`src/rtl/program_loader_if.sv`:
```
// Byte-stream input, instruction-memory write port and session status of the program loader.
interface program_loader_if;
  logic        start;
  logic        in_valid;
  logic [7:0]  in_data;
  logic        in_ready;
  logic        mem_we;
  logic [31:0] mem_addr;
  logic [31:0] mem_wd;
  logic        core_hold;
  logic        busy;
  logic        done;
  logic        error;
  logic [15:0] word_count;

  modport slave (
    input  start, in_valid, in_data,
    output in_ready, mem_we, mem_addr, mem_wd, core_hold, busy, done, error, word_count
  );

  modport master (
    output start, in_valid, in_data,
    input  in_ready, mem_we, mem_addr, mem_wd, core_hold, busy, done, error, word_count
  );
endinterface

```
`src/rtl/program_loader.sv`:
```
// Loads a length-prefixed, XOR-checksummed byte stream into instruction memory and
// keeps the core held in reset until a complete image has been verified.
module program_loader #(
  parameter logic [31:0] BASE_ADDR   = 32'h0000_0000,
  parameter int unsigned DEPTH_WORDS = 256
) (
  input logic             clk,
  input logic             rst,
  program_loader_if.slave bus
);

  typedef enum logic [2:0] {IDLE, LEN_LO, LEN_HI, DATA, CSUM, DONE, ERR} state_t;

  state_t      state;
  state_t      state_nxt;
  logic [15:0] len;
  logic [1:0]  byte_idx;
  logic [7:0]  csum;
  logic [23:0] word_buf;
  logic [15:0] word_count;
  logic        mem_we;
  logic [31:0] mem_addr;
  logic [31:0] mem_wd;
  logic        in_ready;
  logic        busy;
  logic        done;
  logic        error;
  logic        core_hold;
  logic        accept;
  logic        session_start;
  logic [15:0] len_in;

  assign accept        = bus.in_valid && in_ready;
  assign session_start = (state == IDLE || state == DONE || state == ERR) && bus.start;
  assign len_in        = {bus.in_data, len[7:0]};

  always_comb begin
    state_nxt = state;
    case (state)
      IDLE, DONE, ERR: if (bus.start) state_nxt = LEN_LO;
      LEN_LO:          if (accept) state_nxt = LEN_HI;
      LEN_HI: begin
        if (accept) begin
          if (32'(len_in) > DEPTH_WORDS) state_nxt = ERR;
          else if (len_in == 16'd0)      state_nxt = CSUM;
          else                           state_nxt = DATA;
        end
      end
      DATA: begin
        if (accept && byte_idx == 2'd3)
          state_nxt = (word_count + 16'd1 == len) ? CSUM : DATA;
      end
      CSUM:    if (accept) state_nxt = (bus.in_data == csum) ? DONE : ERR;
      default: state_nxt = IDLE;
    endcase
  end

  // Status flags are registered from the next state so they change together with it.
  always_ff @(posedge clk) begin
    if (rst) begin
      state      <= IDLE;
      in_ready   <= 1'b0;
      busy       <= 1'b0;
      done       <= 1'b0;
      error      <= 1'b0;
      core_hold  <= 1'b1;
      mem_we     <= 1'b0;
      mem_addr   <= BASE_ADDR;
      mem_wd     <= 32'd0;
      word_count <= 16'd0;
      len        <= 16'd0;
      byte_idx   <= 2'd0;
      csum       <= 8'd0;
      word_buf   <= 24'd0;
    end else begin
      state     <= state_nxt;
      in_ready  <= state_nxt inside {LEN_LO, LEN_HI, DATA, CSUM};
      busy      <= state_nxt inside {LEN_LO, LEN_HI, DATA, CSUM};
      done      <= (state_nxt == DONE);
      error     <= (state_nxt == ERR);
      core_hold <= (state_nxt != DONE);
      mem_we    <= 1'b0;

      if (session_start) begin
        word_count <= 16'd0;
        byte_idx   <= 2'd0;
        csum       <= 8'd0;
      end

      if (accept) begin
        csum <= csum ^ bus.in_data;
        case (state)
          LEN_LO: len[7:0]  <= bus.in_data;
          LEN_HI: len[15:8] <= bus.in_data;
          DATA: begin
            byte_idx <= byte_idx + 2'd1;
            case (byte_idx)
              2'd0: word_buf[7:0]   <= bus.in_data;
              2'd1: word_buf[15:8]  <= bus.in_data;
              2'd2: word_buf[23:16] <= bus.in_data;
              default: begin
                mem_we     <= 1'b1;
                mem_wd     <= {bus.in_data, word_buf};
                mem_addr   <= BASE_ADDR + {14'd0, word_count, 2'b00};
                word_count <= word_count + 16'd1;
              end
            endcase
          end
          default: ;
        endcase
      end
    end
  end

  assign bus.in_ready   = in_ready;
  assign bus.busy       = busy;
  assign bus.done       = done;
  assign bus.error      = error;
  assign bus.core_hold  = core_hold;
  assign bus.mem_we     = mem_we;
  assign bus.mem_addr   = mem_addr;
  assign bus.mem_wd     = mem_wd;
  assign bus.word_count = word_count;

endmodule

```
`src/flat_wrapper.sv`:
```
// flat-port wrapper written by rule: the top's interface ports become plain ports
module program_loader_flat 
#(
  parameter logic [31:0] BASE_ADDR   = 32'h0000_0000,
  parameter int unsigned DEPTH_WORDS = 256
)
  (clk, rst, bus_start, bus_in_valid, bus_in_data, bus_in_ready, bus_mem_we, bus_mem_addr, bus_mem_wd, bus_core_hold, bus_busy, bus_done, bus_error, bus_word_count);
  program_loader_if bus_i ();
  input logic clk;
  input logic rst;
  input wire logic [$bits(bus_i.start)-1:0] bus_start;
  input wire logic [$bits(bus_i.in_valid)-1:0] bus_in_valid;
  input wire logic [$bits(bus_i.in_data)-1:0] bus_in_data;
  output wire logic [$bits(bus_i.in_ready)-1:0] bus_in_ready;
  output wire logic [$bits(bus_i.mem_we)-1:0] bus_mem_we;
  output wire logic [$bits(bus_i.mem_addr)-1:0] bus_mem_addr;
  output wire logic [$bits(bus_i.mem_wd)-1:0] bus_mem_wd;
  output wire logic [$bits(bus_i.core_hold)-1:0] bus_core_hold;
  output wire logic [$bits(bus_i.busy)-1:0] bus_busy;
  output wire logic [$bits(bus_i.done)-1:0] bus_done;
  output wire logic [$bits(bus_i.error)-1:0] bus_error;
  output wire logic [$bits(bus_i.word_count)-1:0] bus_word_count;
  assign bus_i.start = bus_start;
  assign bus_i.in_valid = bus_in_valid;
  assign bus_i.in_data = bus_in_data;
  assign bus_in_ready = bus_i.in_ready;
  assign bus_mem_we = bus_i.mem_we;
  assign bus_mem_addr = bus_i.mem_addr;
  assign bus_mem_wd = bus_i.mem_wd;
  assign bus_core_hold = bus_i.core_hold;
  assign bus_busy = bus_i.busy;
  assign bus_done = bus_i.done;
  assign bus_error = bus_i.error;
  assign bus_word_count = bus_i.word_count;
  program_loader #(.BASE_ADDR(BASE_ADDR), .DEPTH_WORDS(DEPTH_WORDS)) u_core (.clk(clk), .rst(rst), .bus(bus_i));
endmodule
```
`config.mk`:
```
export PLATFORM = sky130hd
export DESIGN_NAME = program_loader_flat
export DESIGN_NICKNAME = d
export VERILOG_FILES = /design/src/rtl/program_loader_if.sv /design/src/rtl/program_loader.sv /design/src/flat_wrapper.sv
export SDC_FILE = /design/constraint.sdc
export NUM_CORES = 1
export LEC_CHECK = 0
export BUFFER_PORTS_ARGS = -buffer_cell sky130_fd_sc_hd__buf_2
export CAP_MARGIN = 0
export CORE_AREA = 5 5 128 130
export CTS_BUF_LIST = sky130_fd_sc_hd__clkbuf_2 sky130_fd_sc_hd__clkbuf_4 sky130_fd_sc_hd__clkbuf_8
export CTS_CLUSTER_DIAMETER = 50
export DETAILED_ROUTE_END_ITERATION = 10
export DIE_AREA = 0 0 133 135
export GPL_TIMING_DRIVEN = 1
export SYNTH_ARGS = -nofsm -noshare
export SYNTH_HDL_FRONTEND = slang
export SYNTH_SLANG_ARGS = --single-unit
```
`constraint.sdc`:
```
create_clock -name clk -period 6.6 [get_ports clk]
set_input_delay 0.66 -clock clk [delete_from_list [all_inputs] [get_ports clk]]
set_output_delay 0.66 -clock clk [all_outputs]
set_load 0.02 [all_outputs]
```
==> metrics.sh <==
STATUS='completed'
CAP_VIOL_MAX_COUNT=0
END_OF_THE_WORST_REGISTER_TO_REGISTER_PATH='u_core.state[0]'
INITIAL_CORE_UTIL_PCT=37.12
GRT.OVERFLOW.TOTAL=0
SYNTH_FLOP_CELL='dfxtp_1'
POST_SYNTH.CELL_AREA_AVG_UM2=7.961
SLEW_HEADROOM_PCT=27.38
DRT_PASS_1_ITERS=5
DETAIL_ROUTE.WL_PER_CELL_UM=15.24
AREAGROWTHSYNTHTOFINISH_PCT=13.32
CLOCK-SINKS=122
SYNTH_TOP_CELL_BY_AREA='dfxtp_1'
CRITPATHCAPTURETYPE='register'
POWER.SWITCHING_FRACTION_PCT=25.33
CRITICAL_PATH.MAX_FANOUT=9
FINAL_NETS=764
FIRST_GLOBAL_VIAS=4515
ANTENNA_FOUND_INITIAL=0
SYNTHDISTINCTLIBCELLS=57
FINAL_HOLD_VIOL_COUNT=0
SYNTH.AREA.TOP_CELLS='dfxtp_1 (44%), nand2_1 (10%), a21oi_1 (7.4%)'
LAYOUT.FILLER_CELLS=1565
POST_CTS_RESIZE_COUNT=0
CELL_AT_THE_ROOT_OF_THE_CLOCK_TREE='clkbuf_8'
ROUTE.FINAL.WIRE_LENGTH_UM=14430
COREAREA_MM2=0.01503
DPL_WORST_SLACK_NS=3.488
TRACK_USAGE_PCT=16.31
PWR_DENSITY_CELL_mW_PER_MM2=226.9
HOLDPATHEND='u_core.bus.mem_wd[25]'
SEQUENTIALPOWERSHARE_PCT=52.2
NUMPORTBUFFERS=81
MAPPEDNETLISTAREA_MM2=0.005580
LARGEST_NET_DEGREE_AT_THE_START_OF_GLOBAL_ROUTING=105
POST-CTS-SETUP-BUFFERS=0
IO_PINS=98
LAYOUT_WORST_PATH_CYCLE_SHARE_PCT=45.60
WORST-SETUP-PATH-TYPE='reg2reg'
R2R-START='u_core.bus.word_count[0]'
CLK_TRANSITION_REPORTED_PATHS_NS=0.07
DRTANTENNAVIOLNETS=0
SYNTHCELLS=701
CTS_TREE='done'
POWER.NET_SWITCHING_mW=0.3636
POST_ROUTE_CELLS_DRIVE_ABOVE_1_SHARE_PCT=17.26
POWER.IR.VDD_WORST_mV=0.1926
CP.ARRIVAL_NS=3.27
CTS_BUFFERS=17
MAX-CLOCK-PATH-BUFFERS=2
ASYNCSETRESETFLOPFRACSYNTH_PCT=0
YS_WARN_COUNT=0
UNREPAIRED_SETUP_ENDPOINTS_AFTER_GLOBAL_ROUTING='no'
POSTCTSHOLDBUFS=0
SETUP_VIOL=0
HOLD_CLASS='reg2reg'
HOLDCRITSTARTPOINT='u_core.bus.mem_wd[25]'
FMAXACHIEVABLE_MHz=332.3
CP-START-KIND='register'
DRC_ERRORS=0
MIN_PERIOD_NS=3.009
ROWS=45
VIAS_PER_CELL=5.193
N_ANTENNA_CELL=0
SYNTH_TOP_CELL_AREA_SHARE_PCT=43.77
FLOORPLAN.DIE.WIDTH_UM=133
CELLINTERNALPOWER_mW=1.072
TIMING_MAX_TRANSITION_VIOLATIONS_FINAL=0
PWR-SHARE-COMB_PCT=6.5
POWER.CLOCK.FRACTION_PCT=41.3
SYNTH_SEQ_AREA_SHARE_PCT=43.77
YS_FF_LATCH=122
HPWL_UM=9612
SYNTH-EDFF-COUNT=0
WORST_R2R_PATH_DEPTH=8
CLK-INSERTION-DELAY-LATE_NS=0.44
FIN_WORST_SKEW_NS=0.01612
FIRST_PASS_GRT_WIRE_LENGTH_UM=23720
PLACE.GP.CONGESTION=0.8535
STATIC-LEAKAGE-POWER_nW=2.432
FP.DIEAREA_MM2=0.01796
FINALWORSTSETUPSLACK_NS=3.591
FINALSETUPTNS_NS=0
VIA_COUNT_OF_THE_ROUTED_DESIGN=4918
FP.DIEH_UM=135
MAX_SLEW.WORST_PIN.SLEW_NS=1.089
COUNT_OF_ROUTING_VIOLATIONS_AFTER_THE_OPENING_DETAILED_ROUTE_ITERATION=288
CTSHTREEMAXLEVEL=4
R2R_SETUP_SLACK_NS=3.59
HOLDPATHSTAGES=2
CRITPATHREQUIREDTIME_NS=6.86
[per-layer routing]
| metal | part of all wire (%) | track usage [%] | up-vias |
|---|---|---|---|
| li1 | - | - | 2464 |
| met3 | 5.8 | 4.732 | 21 |
| met5 | 0 | 0 | - |
| met2 | 44 | 24.83 | 145 |
| met1 | 48 | 22.01 | 2288 |
| met4 | 1.7 | 5.889 | 0 |
[layout by cell type, fill, tap and decap left out, drive strengths merged, types with 3 or more instances in the layout]
cell type    n
o21ai       29
buf         86
ha           5
or2          3
or4          3
mux2i       19
clkinv       5
conb        16
nor2b        7
o31ai        8
a22oi        8
inv         11
xnor2       16
a31oi        5
nand2      151
dfxtp      122
xor2        14
and3         7
nand4        6
o41ai        4
nor3         3
a21oi       82
clkbuf      24
nand3b       4
and2         4
nor4        10
or3          5
nand3       33
nor2        40
and4         3
[critical path, cell delays in order, from the launching register on]
cell and delay (ns):
dfxtp_1 0.47, ha_1 0.34, nand3_1 0.27, or3_1 0.43, a2111o_1 0.42, or2_2 0.31, nor4_2 0.27, a31o_2 0.23
a221oi_1 0.08
[worst max-delay path by stage]
stage	cells after the start	endpoint	from	slack (ns)
2_1_floorplan	8	u_core.state[0]	u_core.bus.word_count[0]	3.80
3_3_place_gp	7	u_core.bus.word_count[10]	rst	3.51
3_5_place_dp	7	u_core.bus.word_count[10]	rst	3.49
4_1_cts	8	u_core.state[0]	u_core.bus.word_count[0]	3.60
5_1_grt	8	u_core.state[0]	u_core.bus.word_count[0]	3.32
6_report	8	u_core.state[0]	u_core.bus.word_count[0]	3.59
[stage by stage]
step	utilization, %	total power [mW]	cells	hold slack [ns]	area [um^2]
after floorplan	-	0.8445	716	0.4321	5637
after global placement	39.74	0.8588	916	0.4410	5974
after detailed placement	39.74	0.8586	916	0.4442	5974
after CTS	42.06	1.453	947	0.4527	6324
after global routing	42.06	1.499	947	0.4702	6324
final	42.06	1.435	947	0.4490	6324
[logic make-up (layout without fill, tap and decap cells)]
| kind of cell | Yosys count | count (layout) | share of synthesized area, % |
|---|---|---|---|
| AOI/OAI and AO/OA | 154 | 154 | 16.30 |
| buffers and inverters | 85 | 128 | 7.152 |
| and+or+nand+nor | 284 | 284 | 23.30 |
| muxes | 19 | 19 | 3.408 |
| other | 1 | 16 | 0.06720 |
| DFF | 122 | 122 | 43.77 |
| adders and majority gates | 6 | 6 | 1.300 |
| xor gates and xnor gates | 30 | 30 | 4.708 |
[synthesized netlist by cell type, types with 5 or more instances]
cell type,number
a21oi_1,82
a22oi_1,8
a31oi_1,5
and3_1,7
buf_4,18
clkbuf_1,50
dfxtp_1,122
ha_1,5
inv_1,11
mux2i_1,19
nand2_1,151
nand3_1,33
nand4_1,6
nor2_1,40
nor2b_1,7
nor4_1,9
o21ai_0,28
o31ai_1,7
or3_1,5
xnor2_1,16
xor2_1,14
[registers in the layout, indices dropped and copies added (netlist names)]
name / count
u_core.len: 16
u_core.bus.word_count: 16
u_core.state: 3
u_core.bus.in_ready: 1
u_core.bus.mem_addr: 16
u_core.byte_idx: 2
u_core.csum: 8
u_core.bus.core_hold: 1
u_core.bus.mem_we: 1
u_core.word_buf: 24
u_core.bus.error: 1
u_core.bus.mem_wd: 32
u_core.bus.done: 1
[power groups by stage]
stage          combinational (mW)  sequential [mW]  clock (mW)
4_1_cts                    0.0931            0.749       0.610
2_1_floorplan              0.0804            0.764           0
3_5_place_dp               0.0925            0.766           0
3_3_place_gp               0.0924            0.766           0
6_report                   0.0929            0.750       0.593
5_1_grt                     0.102            0.750       0.647
[final cells by class]
class,count,area [um^2],share of cell area [%]
Sequential cell,122,2442,38.62
Multi-Input combinational cell,509,2810,44.44
Tap cell,188,235.2,3.720
Clock inverter,7,43.79,0.6925
Clock buffer,24,305.3,4.828
Timing Repair Buffer,86,445.4,7.044
Inverter,11,41.29,0.6529
(Power assumes the default switching activity.)
